==> src/rtl/sayeh_fetch_unit_if.sv <==
// ============================================================================
// Module   : sayeh_fetch_unit_if
// Purpose  : Instruction-memory read bus between the SAYEH fetch unit and
//            instruction memory.
// Signals  : mem_addr  [15:0] word address driven by the fetch unit
//            mem_rd           read strobe, level, held until accepted
//            mem_ready        memory has driven mem_data this cycle
//            mem_data  [15:0] instruction word returned by memory
// Modports : master - fetch unit side, slave - memory side
// Revision : 1.0 - initial release
// ============================================================================
`default_nettype none

interface sayeh_fetch_unit_if;
  logic [15:0] mem_addr;
  logic        mem_rd;
  logic        mem_ready;
  logic [15:0] mem_data;

  modport master (
    output mem_addr,
    output mem_rd,
    input  mem_ready,
    input  mem_data
  );

  modport slave (
    input  mem_addr,
    input  mem_rd,
    output mem_ready,
    output mem_data
  );
endinterface

`default_nettype wire

==> src/rtl/sayeh_fetch_unit.sv <==
// ============================================================================
// Module   : sayeh_fetch_unit
// Purpose  : SAYEH instruction fetch stage. Reads a 16-bit word from
//            instruction memory at the PC, then delivers either one long
//            instruction (word[15:12]==4'hF) or two short instructions
//            (high byte first), pulsing o_pc_enable once per consumed word.
// Ports    : clk, rst_n       clock, asynchronous active-low reset
//            i_pc_in[15:0]    current program counter
//            i_fetch_req      single-cycle request for the next instruction
//            i_flush          branch taken: drop buffer, abort read
//            mem (master)     instruction-memory read bus
//            o_ir_out[15:0]   instruction (short form in [15:8], [7:0]=0)
//            o_ir_valid       one-cycle pulse, o_ir_out valid
//            o_ir_long        o_ir_out holds a 16-bit instruction
//            o_pc_enable      one-cycle pulse to advance the PC
//            o_mem_err        sticky read-timeout flag
// Options  : define FETCH_TIMEOUT_EN to abort a read after TIMEOUT_CYCLES
//            cycles without mem_ready; otherwise o_mem_err is tied 0.
// Revision : 1.0 - initial release
// ============================================================================
`default_nettype none

module sayeh_fetch_unit #(
  parameter int TIMEOUT_CYCLES = 255
) (
  input  logic                      clk,
  input  logic                      rst_n,
  input  logic [15:0]               i_pc_in,
  input  logic                      i_fetch_req,
  input  logic                      i_flush,
  sayeh_fetch_unit_if.master        mem,
  output logic [15:0]               o_ir_out,
  output logic                      o_ir_valid,
  output logic                      o_ir_long,
  output logic                      o_pc_enable,
  output logic                      o_mem_err
);

  typedef enum logic [1:0] {
    IDLE     = 2'd0,
    READ     = 2'd1,
    LOW_PEND = 2'd2
  } state_t;

  state_t      r_state;
  state_t      w_state_nxt;
  logic [15:0] r_mem_addr;
  logic [15:0] w_mem_addr_nxt;
  logic        r_mem_rd;
  logic [7:0]  r_lo_byte;
  logic [7:0]  w_lo_byte_nxt;
  logic [15:0] r_ir_out;
  logic [15:0] w_ir_out_nxt;
  logic        r_ir_long;
  logic        w_ir_long_nxt;
  logic        r_ir_valid;
  logic        w_ir_valid_nxt;
  logic        r_pc_enable;
  logic        w_pc_enable_nxt;
  logic        w_to_hit;

`ifdef FETCH_TIMEOUT_EN
  localparam int C_CNT_W = ($clog2(TIMEOUT_CYCLES + 1) > 8) ? $clog2(TIMEOUT_CYCLES + 1) : 8;

  logic [C_CNT_W-1:0] r_to_cnt;
  logic               r_mem_err;
  logic               w_enter_read;

  // A fresh read (from IDLE, or a flush+fetch restart) restarts the count.
  assign w_enter_read = (w_state_nxt == READ) && ((r_state != READ) || i_flush);
  // r_to_cnt counts completed READ cycles without mem_ready; the last
  // permitted one aborts the read.
  assign w_to_hit     = (r_to_cnt == C_CNT_W'(TIMEOUT_CYCLES - 1));

  always_ff @(posedge clk or negedge rst_n) begin
    if (!rst_n) begin
      r_to_cnt  <= '0;
      r_mem_err <= 1'b0;
    end else begin
      if (w_enter_read) begin
        r_to_cnt <= '0;
      end else if (r_state == READ) begin
        r_to_cnt <= r_to_cnt + 1'b1;
      end
      if (i_flush) begin
        r_mem_err <= 1'b0;
      end else if ((r_state == READ) && !mem.mem_ready && w_to_hit) begin
        r_mem_err <= 1'b1;
      end
    end
  end

  assign o_mem_err = r_mem_err;
`else
  logic w_unused_timeout;

  assign w_to_hit         = 1'b0;
  assign w_unused_timeout = (TIMEOUT_CYCLES != 0);
  assign o_mem_err        = 1'b0;
`endif

  // State, buffer and output registers.
  always_ff @(posedge clk or negedge rst_n) begin
    if (!rst_n) begin
      r_state     <= IDLE;
      r_mem_addr  <= 16'h0000;
      r_mem_rd    <= 1'b0;
      r_lo_byte   <= 8'h00;
      r_ir_out    <= 16'h0000;
      r_ir_long   <= 1'b0;
      r_ir_valid  <= 1'b0;
      r_pc_enable <= 1'b0;
    end else begin
      r_state     <= w_state_nxt;
      r_mem_addr  <= w_mem_addr_nxt;
      r_mem_rd    <= (w_state_nxt == READ);
      r_lo_byte   <= w_lo_byte_nxt;
      r_ir_out    <= w_ir_out_nxt;
      r_ir_long   <= w_ir_long_nxt;
      r_ir_valid  <= w_ir_valid_nxt;
      r_pc_enable <= w_pc_enable_nxt;
    end
  end

  // Next-state and next-output logic.
  always_comb begin
    w_state_nxt     = r_state;
    w_mem_addr_nxt  = r_mem_addr;
    w_lo_byte_nxt   = r_lo_byte;
    w_ir_out_nxt    = r_ir_out;
    w_ir_long_nxt   = r_ir_long;
    w_ir_valid_nxt  = 1'b0;
    w_pc_enable_nxt = 1'b0;

    if (i_flush) begin
      // Flush wins over everything, including a same-cycle mem_ready;
      // a simultaneous fetch_req restarts a read from the new PC.
      if (i_fetch_req) begin
        w_state_nxt    = READ;
        w_mem_addr_nxt = i_pc_in;
      end else begin
        w_state_nxt    = IDLE;
      end
    end else begin
      case (r_state)
        IDLE: begin
          if (i_fetch_req) begin
            w_state_nxt    = READ;
            w_mem_addr_nxt = i_pc_in;
          end
        end
        READ: begin
          if (mem.mem_ready) begin
            w_ir_valid_nxt = 1'b1;
            if (mem.mem_data[15:12] == 4'hF) begin
              w_ir_out_nxt    = mem.mem_data;
              w_ir_long_nxt   = 1'b1;
              w_pc_enable_nxt = 1'b1;
              w_state_nxt     = IDLE;
            end else begin
              w_ir_out_nxt  = {mem.mem_data[15:8], 8'h00};
              w_ir_long_nxt = 1'b0;
              w_lo_byte_nxt = mem.mem_data[7:0];
              w_state_nxt   = LOW_PEND;
            end
          end else if (w_to_hit) begin
            w_state_nxt = IDLE;
          end
        end
        LOW_PEND: begin
          if (i_fetch_req) begin
            w_ir_out_nxt    = {r_lo_byte, 8'h00};
            w_ir_long_nxt   = 1'b0;
            w_ir_valid_nxt  = 1'b1;
            w_pc_enable_nxt = 1'b1;
            w_state_nxt     = IDLE;
          end
        end
        default: begin
          w_state_nxt = IDLE;
        end
      endcase
    end
  end

  assign mem.mem_addr = r_mem_addr;
  assign mem.mem_rd   = r_mem_rd;
  assign o_ir_out     = r_ir_out;
  assign o_ir_valid   = r_ir_valid;
  assign o_ir_long    = r_ir_long;
  assign o_pc_enable  = r_pc_enable;

endmodule

`default_nettype wire

==> src/flat_wrapper.sv <==
// flat-port wrapper written by rule: the top's interface ports become plain ports
module sayeh_fetch_unit_flat 
#(
  parameter int TIMEOUT_CYCLES = 255
)
  (clk, rst_n, i_pc_in, i_fetch_req, i_flush, o_ir_out, o_ir_valid, o_ir_long, o_pc_enable, o_mem_err, mem_mem_addr, mem_mem_rd, mem_mem_ready, mem_mem_data);
  sayeh_fetch_unit_if mem_i ();
  input  logic clk;
  input  logic rst_n;
  input  logic [15:0] i_pc_in;
  input  logic i_fetch_req;
  input  logic i_flush;
  output logic [15:0] o_ir_out;
  output logic o_ir_valid;
  output logic o_ir_long;
  output logic o_pc_enable;
  output logic o_mem_err;
  output wire logic [$bits(mem_i.mem_addr)-1:0] mem_mem_addr;
  output wire logic [$bits(mem_i.mem_rd)-1:0] mem_mem_rd;
  input wire logic [$bits(mem_i.mem_ready)-1:0] mem_mem_ready;
  input wire logic [$bits(mem_i.mem_data)-1:0] mem_mem_data;
  assign mem_mem_addr = mem_i.mem_addr;
  assign mem_mem_rd = mem_i.mem_rd;
  assign mem_i.mem_ready = mem_mem_ready;
  assign mem_i.mem_data = mem_mem_data;
  sayeh_fetch_unit #(.TIMEOUT_CYCLES(TIMEOUT_CYCLES)) u_core (.clk(clk), .rst_n(rst_n), .i_pc_in(i_pc_in), .i_fetch_req(i_fetch_req), .i_flush(i_flush), .mem(mem_i), .o_ir_out(o_ir_out), .o_ir_valid(o_ir_valid), .o_ir_long(o_ir_long), .o_pc_enable(o_pc_enable), .o_mem_err(o_mem_err));
endmodule
==> config.mk <==
export PLATFORM = sky130hd
export DESIGN_NAME = sayeh_fetch_unit_flat
export DESIGN_NICKNAME = d
export VERILOG_FILES = /design/src/rtl/sayeh_fetch_unit_if.sv /design/src/rtl/sayeh_fetch_unit.sv /design/src/flat_wrapper.sv
export SDC_FILE = /design/constraint.sdc
export NUM_CORES = 1
export LEC_CHECK = 0
export CAP_MARGIN = 15
export CORE_UTILIZATION = 43
export DETAILED_ROUTE_END_ITERATION = 6
export PLACE_DENSITY = 0.79
export SYNTH_ARGS = -nofsm -noshare
export SYNTH_HDL_FRONTEND = slang
export SYNTH_SLANG_ARGS = --single-unit
==> constraint.sdc <==
create_clock -name clk -period 2 [get_ports clk]
set_input_delay 0.4 -clock clk [delete_from_list [all_inputs] [get_ports clk]]
set_output_delay 0.4 -clock clk [all_outputs]
set_load 0.01 [all_outputs]
# Word level (Yosys, flattened, before mapping)
# Cells that the tools add are included.
# op_classes
n_eq_ne	6
n_mux	25
bitwise	2
n_reduce_logical	5
# op_table
operator	n
16-bit 2-to-1 mux	5
16-bit one-hot mux with 2 select lines	1
2-bit 2-to-1 mux	5
1-bit 2-to-1 mux	9
8-bit 2-to-1 mux	1
4-bit AND reduction	2
1-bit one-hot mux with 2 select lines	3
2-bit one-hot mux with 3 select lines	1
2-bit by 1-bit equality test with 1-bit output (second input constant)	2
4-bit equality test (second input constant)	1
2-bit inequality test (second input constant)	2
2-bit nonzero test	2
2-bit equality test (second input constant)	1
2-bit logical NOT	1
1-bit inverter	2
# totals
regBits	46
inputBits	37
output_inout_bits	37
word_cells	46

# Longest topological paths before layout
# Gate-level depths: netlist of the first run.
# logic_depth
depth_word	6
ltp_mapped	7

# Least setup slack after synthesis of the first run
# OpenSTA, ideal clock, no wires.
# synth_path
kind	register to register
startpoint	register u_core.r_state[0]
endpoint	register u_core.r_mem_addr[10], in the netlist u_core.mem.mem_addr[10]
setup_time_ps	125
t_arrival_ps	1411
required_time_ps	1875
slack_ps	464
path_stages_with_launch	6
n_path_buf	1
period_less_slack_ps	1536
path_cell_list	dfrtp_1 -> inv_1 -> ha_1 -> o21ai_4 -> buf_6 -> mux2_2
# synth_via
elab_chain_len	2
# synth_lines
element	line	source
start, declared	sayeh_fetch_unit.sv:45	state_t r_state;
start signal, assigned	sayeh_fetch_unit.sv:114	r_state <= w_state_nxt;
2-bit logical NOT	sayeh_fetch_unit.sv:145	case (r_state)
2-bit nonzero test (no source line)	--	
end signal, assigned	sayeh_fetch_unit.sv:115	r_mem_addr <= w_mem_addr_nxt;
end, declared	sayeh_fetch_unit.sv:47	logic [15:0] r_mem_addr;
# No other way between the ends.
# A chain may end at the register's enable or synchronous reset.

# Worst setup path in the final report of the first run
# layout_path
startpoint	register u_core.r_state[0]
endpoint	register u_core.r_ir_out[0], in the netlist u_core.o_ir_out[0]
# layout_via
elab_chain_len	3
elab_cells_between_ends	7
cone_classes	eq/ne (4); mux (1); reduce/logical (2)
# layout_lines
element	line	source
2-bit by 1-bit equality test with 1-bit output / 2-bit equality test (equally long branches)	sayeh_fetch_unit.sv:145	
2-bit inequality test (no source line) / 2-bit nonzero test (equally long branches)	--	
4-bit AND reduction (no source line)	--	
end signal, assigned	sayeh_fetch_unit.sv:118	r_ir_out <= w_ir_out_nxt;
end, declared	sayeh_fetch_unit.sv:52	logic [15:0] r_ir_out;
# Parallel ways exist; a longest one is shown, timed or not.

==> impl_metrics.py, run 1 <==
metrics = {
    "power_and_ir_drop": {
        "power.density_mw_per_mm2": 1040,
        "pwr-share-comb_pct": 32.4,
        "p_total_mw": 2.98,
        "pwr-share-seq_pct": 44.4,
        "p_leak_nw": 1.22,
        "p_sw_uw": 828,
        "vdd_drop_max_uv": 538,
        "p_sw_share_pct": 27.8,
        "clkPwrFrac_pct": 23.2,
        "intPower_mw": 2.15,
    },
    "place": {
        "placed_cell_area_mm2": 0.00276,
        "dp_cells": 267,
        "io_buffers": 72,
        "dp_hpwl_um": 2980,
        "place.gp.congestion": 0.796,
    },
    "timing": {
        "drv_slew": 0,
        "rsz0062_at_grt": "no",
        "slew_headroom_pct": 64.5,
        "setup_violations": 0,
        "period_minus_slack_ps": 1690,
        "finClkSkew_ps": 3.36,
        "period_share_pct": 84.3,
        "worst_pin_slew_ps": 532,
        "max_freq_mhz": 593,
        "timing.setup.tns_ps": 0,
        "hold_viol_final": 0,
    },
    "clock_tree": {
        "post_cts_resized": 0,
        "cts_hold_buf": 0,
        "post_cts_buffers": 0,
        "clockBufferDepth": 2,
        "cts_tree": "yes",
        "cts-root-buf": "clkbuf_8",
        "cts.clk_slew.worst_paths_ps": 90,
        "insertion_delay_ps": 290,
        "cts_sinks": 46,
        "cts_buffers": 5,
        "htreeDepth": 2,
    },
    "finish": {
        "fin_nets": 263,
        "layout.cells.non_filler": 275,
        "final_util_pct": 65.9,
        "area_delta_synth_final_pct": 48.0,
        "diodes": 0,
        "fin_area_mm2": 0.00287,
        "drive_above_1_share_pct": 21.5,
    },
    "routing": {
        "firstDrtPassIters": 4,
        "post_drt_wl_per_cell_um": 14.2,
        "drtIter0Drc": 26,
        "wirelength_um": 3900,
        "via_per_inst": 5.10,
        "drc": 0,
        "antenna_left": 0,
        "num_vias": 1402,
    },
    "yosys": {
        "synth-warning-count": 0,
        "synth_area_mm2": 0.00194,
        "ys_seq_area_share_pct": 59.4,
        "synth_nets": 181,
        "yosysMostFrequentCell": "dfrtp_1",
        "synth-main-ff-cell": "dfrtp_1",
        "async_flop_share_pct": 100,
        "yosys.area.top_type": "dfrtp_1",
        "synth_cell_type_count": 28,
        "synth_top_area_share_pct": 59.4,
        "ys_ff_latch": 46,
        "synth_area_leaders": "dfrtp_1, mux2_2, a22o_1",
        "synth_common_cells": "dfrtp_1, mux2_2, nand2_1",
        "syn-mean-instance-area_um2": 13.8,
        "synth_edf_count": 0,
        "synth_cells": 140,
    },
    "critical_path": {
        "worstSetupPathType": "flop to flop",
        "worstPathMaxFanout": 13,
        "end_kind": "flop",
        "critical_path.max_stage_delay_ps": 420,
        "worstPathCellList": "inv_1 -> ha_1 -> nor2b_2 -> nand3_4 -> buf_4 -> a22o_1",
        "required_ps": 2190,
        "arrival_ps": 1880,
        "startpoint_type": "flop",
        "cpMaxStageDelayCell": "dfrtp_1",
    },
    "global_route": {
        "antenna_found_initial": 0,
        "grt_pass1_wl_um": 6970,
        "globalRouteMet3Util_pct": 5.12,
        "overflow": 0,
        "grtUsageMet1_pct": 24.1,
        "grtUsageMet2_pct": 29.6,
        "grt_max_degree": 25,
        "grt_usage_pct": 18.1,
        "grt_pass1_vias": 1459,
        "top_usage_layer": "met2",
    },
    "worst_hold_path": {
        "hp-class": "primary input to asynchronous set/reset pin",
    },
    "die": {
        "coreArea_mm2": 0.00435,
        "row_count": 24,
        "initial_core_util_pct": 44.5,
        "die-height_um": 69.1,
        "dieArea_mm2": 0.00478,
        "io_pins": 74,
        "die_w_um": 69.1,
    },
    "run": {
        "cap_violations": 0,
    },
    "run_status": {
        "status": "finished, final reports clean",
    },
}
-- cell families after synthesis --
logic type               Yosys count  share of synthesized area (%)
AO/OA/AOI/OAI                     26                           9.81
adder cells (fa/ha/maj)            4                           2.58
buffers and inverters              7                           2.90
flip-flops                        46                           59.4
multiplexers                      31                           17.6
other                              1                          0.193
AND/OR/NAND/NOR                   25                           7.55
-- layout by cell type, fill, tap and decap left out, types with 2 or more instances in the layout --
cell             netlist  layout
nor2_1                 2       2
nor2b_2                2       2
nand4_1                2       2
a21o_1                 2       2
clkdlybuf4s50_1        0      71
mux2i_1                7       7
inv_1                  2       2
mux2_2                24      24
nor2b_1                2       2
nand2_1               11      11
dfrtp_1               46      46
a21boi_0               2       2
ha_1                   4       4
buf_12                 0       2
clkbuf_8               0       5
a22o_1                 8       8
buf_4                  2       6
o21ai_0                9       9
-- power groups by stage --
stage          clock network (mW)  registers [mW]  logic [mW]
2_1_floorplan                   0            1.40       0.374
3_3_place_gp                    0            1.34       0.960
3_5_place_dp                    0            1.34       0.980
4_1_cts                     0.714            1.33       0.981
5_1_grt                     0.749            1.36        1.05
6_report                    0.690            1.32       0.966
-- metrics by stage --
stage          worst slack, ps  hold slack (ps)
6_report                   313             74.3
5_1_grt                    188              108
4_1_cts                    283             82.9
3_5_place_dp               118              409
3_3_place_gp               136              406
2_1_floorplan              464              104
-- per-layer routing --
layer	wire length, um	up-vias
li1	-	655
met1	1730	680
met2	1850	63
met3	283	4
met4	33	0
met5	0	-
-- layout make-up --
class                           instances  area [um^2]
Inverter                                2         7.51
Timing Repair Buffer                   80          801
Clock inverter                          3         43.8
Fill cell                             334         1490
Clock buffer                            5         68.8
Tap cell                               52         65.1
Multi-Input combinational cell         87          731
Sequential cell                        46         1150
-- sequential cells by signal, indices dropped and copies added (netlist names) --
name,flops
u_core.r_lo_byte,8
u_core.mem.mem_addr,16
u_core.o_ir_long,1
u_core.r_state,2
u_core.o_ir_out,16
u_core.o_pc_enable,1
u_core.mem.mem_rd,1
u_core.o_ir_valid,1
-- critical path: cells and delay by family, from the launching register on --
family | cells | cell delay [ps]
AND/OR/NAND/NOR | 2 | 370
AO/OA/AOI/OAI | 1 | 230
flip-flops | 1 | 420
buffers and inverters | 2 | 290
adder cells (fa/ha/maj) | 1 | 270
-- worst paths after layout --
| kind | from | end | slack (ps) | depth (start not counted) |
|---|---|---|---|---|
| max | u_core.r_state[0]$_DFF_PN0_ | u_core.o_ir_out[0]$_DFFE_PN0P_ | 310 | 6 |
| min | rst_n | u_core.mem.mem_addr[8]$_DFFE_PN0P_ | 70 | 1 |
| max in group asynchronous | rst_n | u_core.o_ir_out[15]$_DFFE_PN0P_ | 1420 | 2 |
| max reg2reg | u_core.r_state[0]$_DFF_PN0_ | u_core.o_ir_out[0]$_DFFE_PN0P_ | 310 | 6 |
| min reg2reg | u_core.o_ir_long$_DFFE_PN0P_ | u_core.o_ir_long$_DFFE_PN0P_ | 490 | 1 |
| min in group clk | u_core.o_ir_long$_DFFE_PN0P_ | u_core.o_ir_long$_DFFE_PN0P_ | 490 | 1 |
Power figures use the tool's default switching activity.
==> run 2: changes to the inputs <==
clock period = 1.6 ns   (was 2 ns; I/O delays follow)
==> impl_metrics.py, run 2 (synthesized netlist as in run 1, its figures left out) <==
metrics = {
    "die": {
        "dieArea_mm2": 0.00478,
        "coreArea_mm2": 0.00435,
        "row_count": 24,
        "die_w_um": 69.1,
        "die-height_um": 69.1,
        "io_pins": 74,
        "initial_core_util_pct": 44.5,
    },
    "finish": {
        "final_cell_mix": "clkdlybuf4s50_1, dfrtp_1, mux2_2, buf_4, nand2_1",
        "layout.cells.non_filler": 291,
        "fin_nets": 279,
        "diodes": 0,
        "drive_above_1_share_pct": 29.7,
        "area_delta_synth_final_pct": 58.9,
        "final_common_cell": "clkdlybuf4s50_1",
    },
    "critical_path": {
        "worstPathMaxFanout": 8,
        "startpoint_type": "flop",
        "critical_path.max_stage_delay_ps": 390,
        "worstSetupPathType": "flop to flop",
        "arrival_ps": 1750,
        "reg2reg_depth": 6,
        "required_ps": 1780,
        "end_kind": "flop",
        "worstPathCellList": "buf_4 -> ha_4 -> nand3_1 -> nor2_2 -> buf_12 -> mux2_2",
        "cpMaxStageDelayCell": "dfrtp_1",
        "crit-reg2reg-launch": "u_core.r_state[0]$_DFF_PN0_",
        "r2r-end": "u_core.r_lo_byte[5]$_DFFE_PN0P_",
        "r2r_setup_slack_ps": 30,
    },
    "routing": {
        "drc": 0,
        "via_per_inst": 4.94,
        "antenna_left": 0,
        "wl_met1_um": 1950,
        "routed.top_layer": "met4",
        "met2RoutedLength_um": 2020,
        "post_drt_wl_per_cell_um": 14.6,
        "wirelength_um": 4260,
        "firstDrtPassIters": 4,
        "num_vias": 1438,
        "dr_wl_met3_um": 248,
        "drtIter0Drc": 50,
    },
    "clock_tree": {
        "insertion_delay_ps": 300,
        "cts_tree": "yes",
        "clockBufferDepth": 2,
        "cts.clk_slew.worst_paths_ps": 80,
        "cts_buffers": 5,
        "cts_sinks": 46,
        "htreeDepth": 2,
        "cts-root-buf": "clkbuf_8",
    },
    "timing": {
        "drv_slew": 0,
        "holdWs_ps": 487,
        "max_freq_mhz": 638,
        "rsz0062_at_grt": "yes",
        "hold_viol_final": 0,
        "period_share_pct": 97.9,
        "finClkSkew_ps": 5.86,
        "setup_violations": 0,
        "period_minus_slack_ps": 1570,
    },
    "power_and_ir_drop": {
        "p_sw_share_pct": 28.6,
        "p_sw_mw": 1.08,
        "intPower_mw": 2.71,
        "p_leak_nw": 1.31,
        "pwr-share-seq_pct": 43.6,
        "power.density_mw_per_mm2": 1230,
        "clkPwrFrac_pct": 19.2,
        "pwr-share-comb_pct": 37.2,
        "p_total_mw": 3.79,
        "vdd_drop_max_uv": 687,
    },
    "run": {
        "cap_violations": 0,
    },
    "global_route": {
        "grt_usage_pct": 18.7,
        "grt_pass1_vias": 1516,
        "antenna_found_initial": 0,
        "grt_max_degree": 47,
        "overflow": 0,
        "grt_pass1_wl_um": 7130,
    },
    "worst_hold_path": {
        "hp-start": "u_core.o_ir_out[14]$_DFFE_PN0P_",
        "min_to": "u_core.o_ir_out[14]$_DFFE_PN0P_",
        "holdPathStages": 2,
        "hp-class": "flop to flop",
    },
    "run_status": {
        "status": "finished, final reports clean",
    },
    "place": {
        "place.gp.congestion": 0.768,
        "dp_cells": 272,
        "io_buffers": 72,
        "dp_hpwl_um": 2900,
    },
}
-- run 2: cell types whose count changed in the layout (fill, tap and decap cells not counted), moves of 2 or more --
cell and change:
buf_12 +2, inv_2 +2, buf_6 +3, inv_1 -2, ha_1 -3, ha_4 +2
buf_4 +8
-- run 2: area by class of cell --
class / instances / area [um^2]
fillers: 324 / 1270
flip-flops and latches: 46 / 1150
repair buffers: 95 / 970
multi-input cells: 88 / 792
clock buffers: 6 / 82.6
well taps: 52 / 65.1
clock inverters: 2 / 12.5
inverters: 2 / 7.51
-- run 2: worst max-delay path, delay by kind of cell, from the launching register on --
family / cells / cell delay (ps)
adder cells (fa/ha/maj): 1 / 160
buffers and inverters: 2 / 310
flip-flops: 1 / 390
multiplexers: 1 / 330
AND/OR/NAND/NOR: 2 / 270
-- run 2: metal layers --
metal  global-route usage [%]  up-vias
li1                         -      689
met1                     26.5      683
met2                     28.7       61
met3                     5.12        5
met4                     4.08        0
met5                        0        -
-- run 2: how the worst max path moves through the flow --
stage	start	endpoint	slack, ps	cells past startpoint
4_1_cts	u_core.r_state[1]$_DFF_PN0_	u_core.o_ir_out[5]$_DFFE_PN0P_	3	6
6_report	u_core.r_state[0]$_DFF_PN0_	u_core.r_lo_byte[5]$_DFFE_PN0P_	30	6
3_3_place_gp	i_flush	u_core.o_ir_out[3]$_DFFE_PN0P_	-170	5
5_1_grt	u_core.r_state[0]$_DFF_PN0_	u_core.r_lo_byte[6]$_DFFE_PN0P_	-40	6
2_1_floorplan	u_core.r_state[0]$_DFF_PN0_	u_core.mem.mem_addr[10]$_DFFE_PN0P_	60	5
3_5_place_dp	i_flush	u_core.o_ir_out[5]$_DFFE_PN0P_	-180	5
-- run 2: through the flow --
step           setup slack, ps  setup TNS [ps]  cell area, um^2  utilization [%]
2_1_floorplan             64.4               0             1940                -
3_3_place_gp              -166           -4250             2820             64.7
3_5_place_dp              -182           -4580             2820             64.7
4_1_cts                   3.27               0             2980             68.5
5_1_grt                  -44.5            -347             3080             70.7
6_report                  33.1               0             3080             70.7
-- run 2: repair_timing --
item                       in CTS  in global routing
pin swaps                       2                 12
buffers inserted                5                  3
resized for setup               4                 11
hold endpoints to repair       21                  0
hold buffers                    1                  0
cloned                          1                  1
setup endpoints to repair       8                 24
-- run 2: power groups by stage --
stage / logic, mW / registers [mW] / clock network, mW
floorplan: 0.468 / 1.75 / 0
global placement: 1.24 / 1.67 / 0
detailed placement: 1.26 / 1.67 / 0
CTS: 1.33 / 1.65 / 0.756
global route: 1.52 / 1.70 / 0.798
finish: 1.41 / 1.65 / 0.728
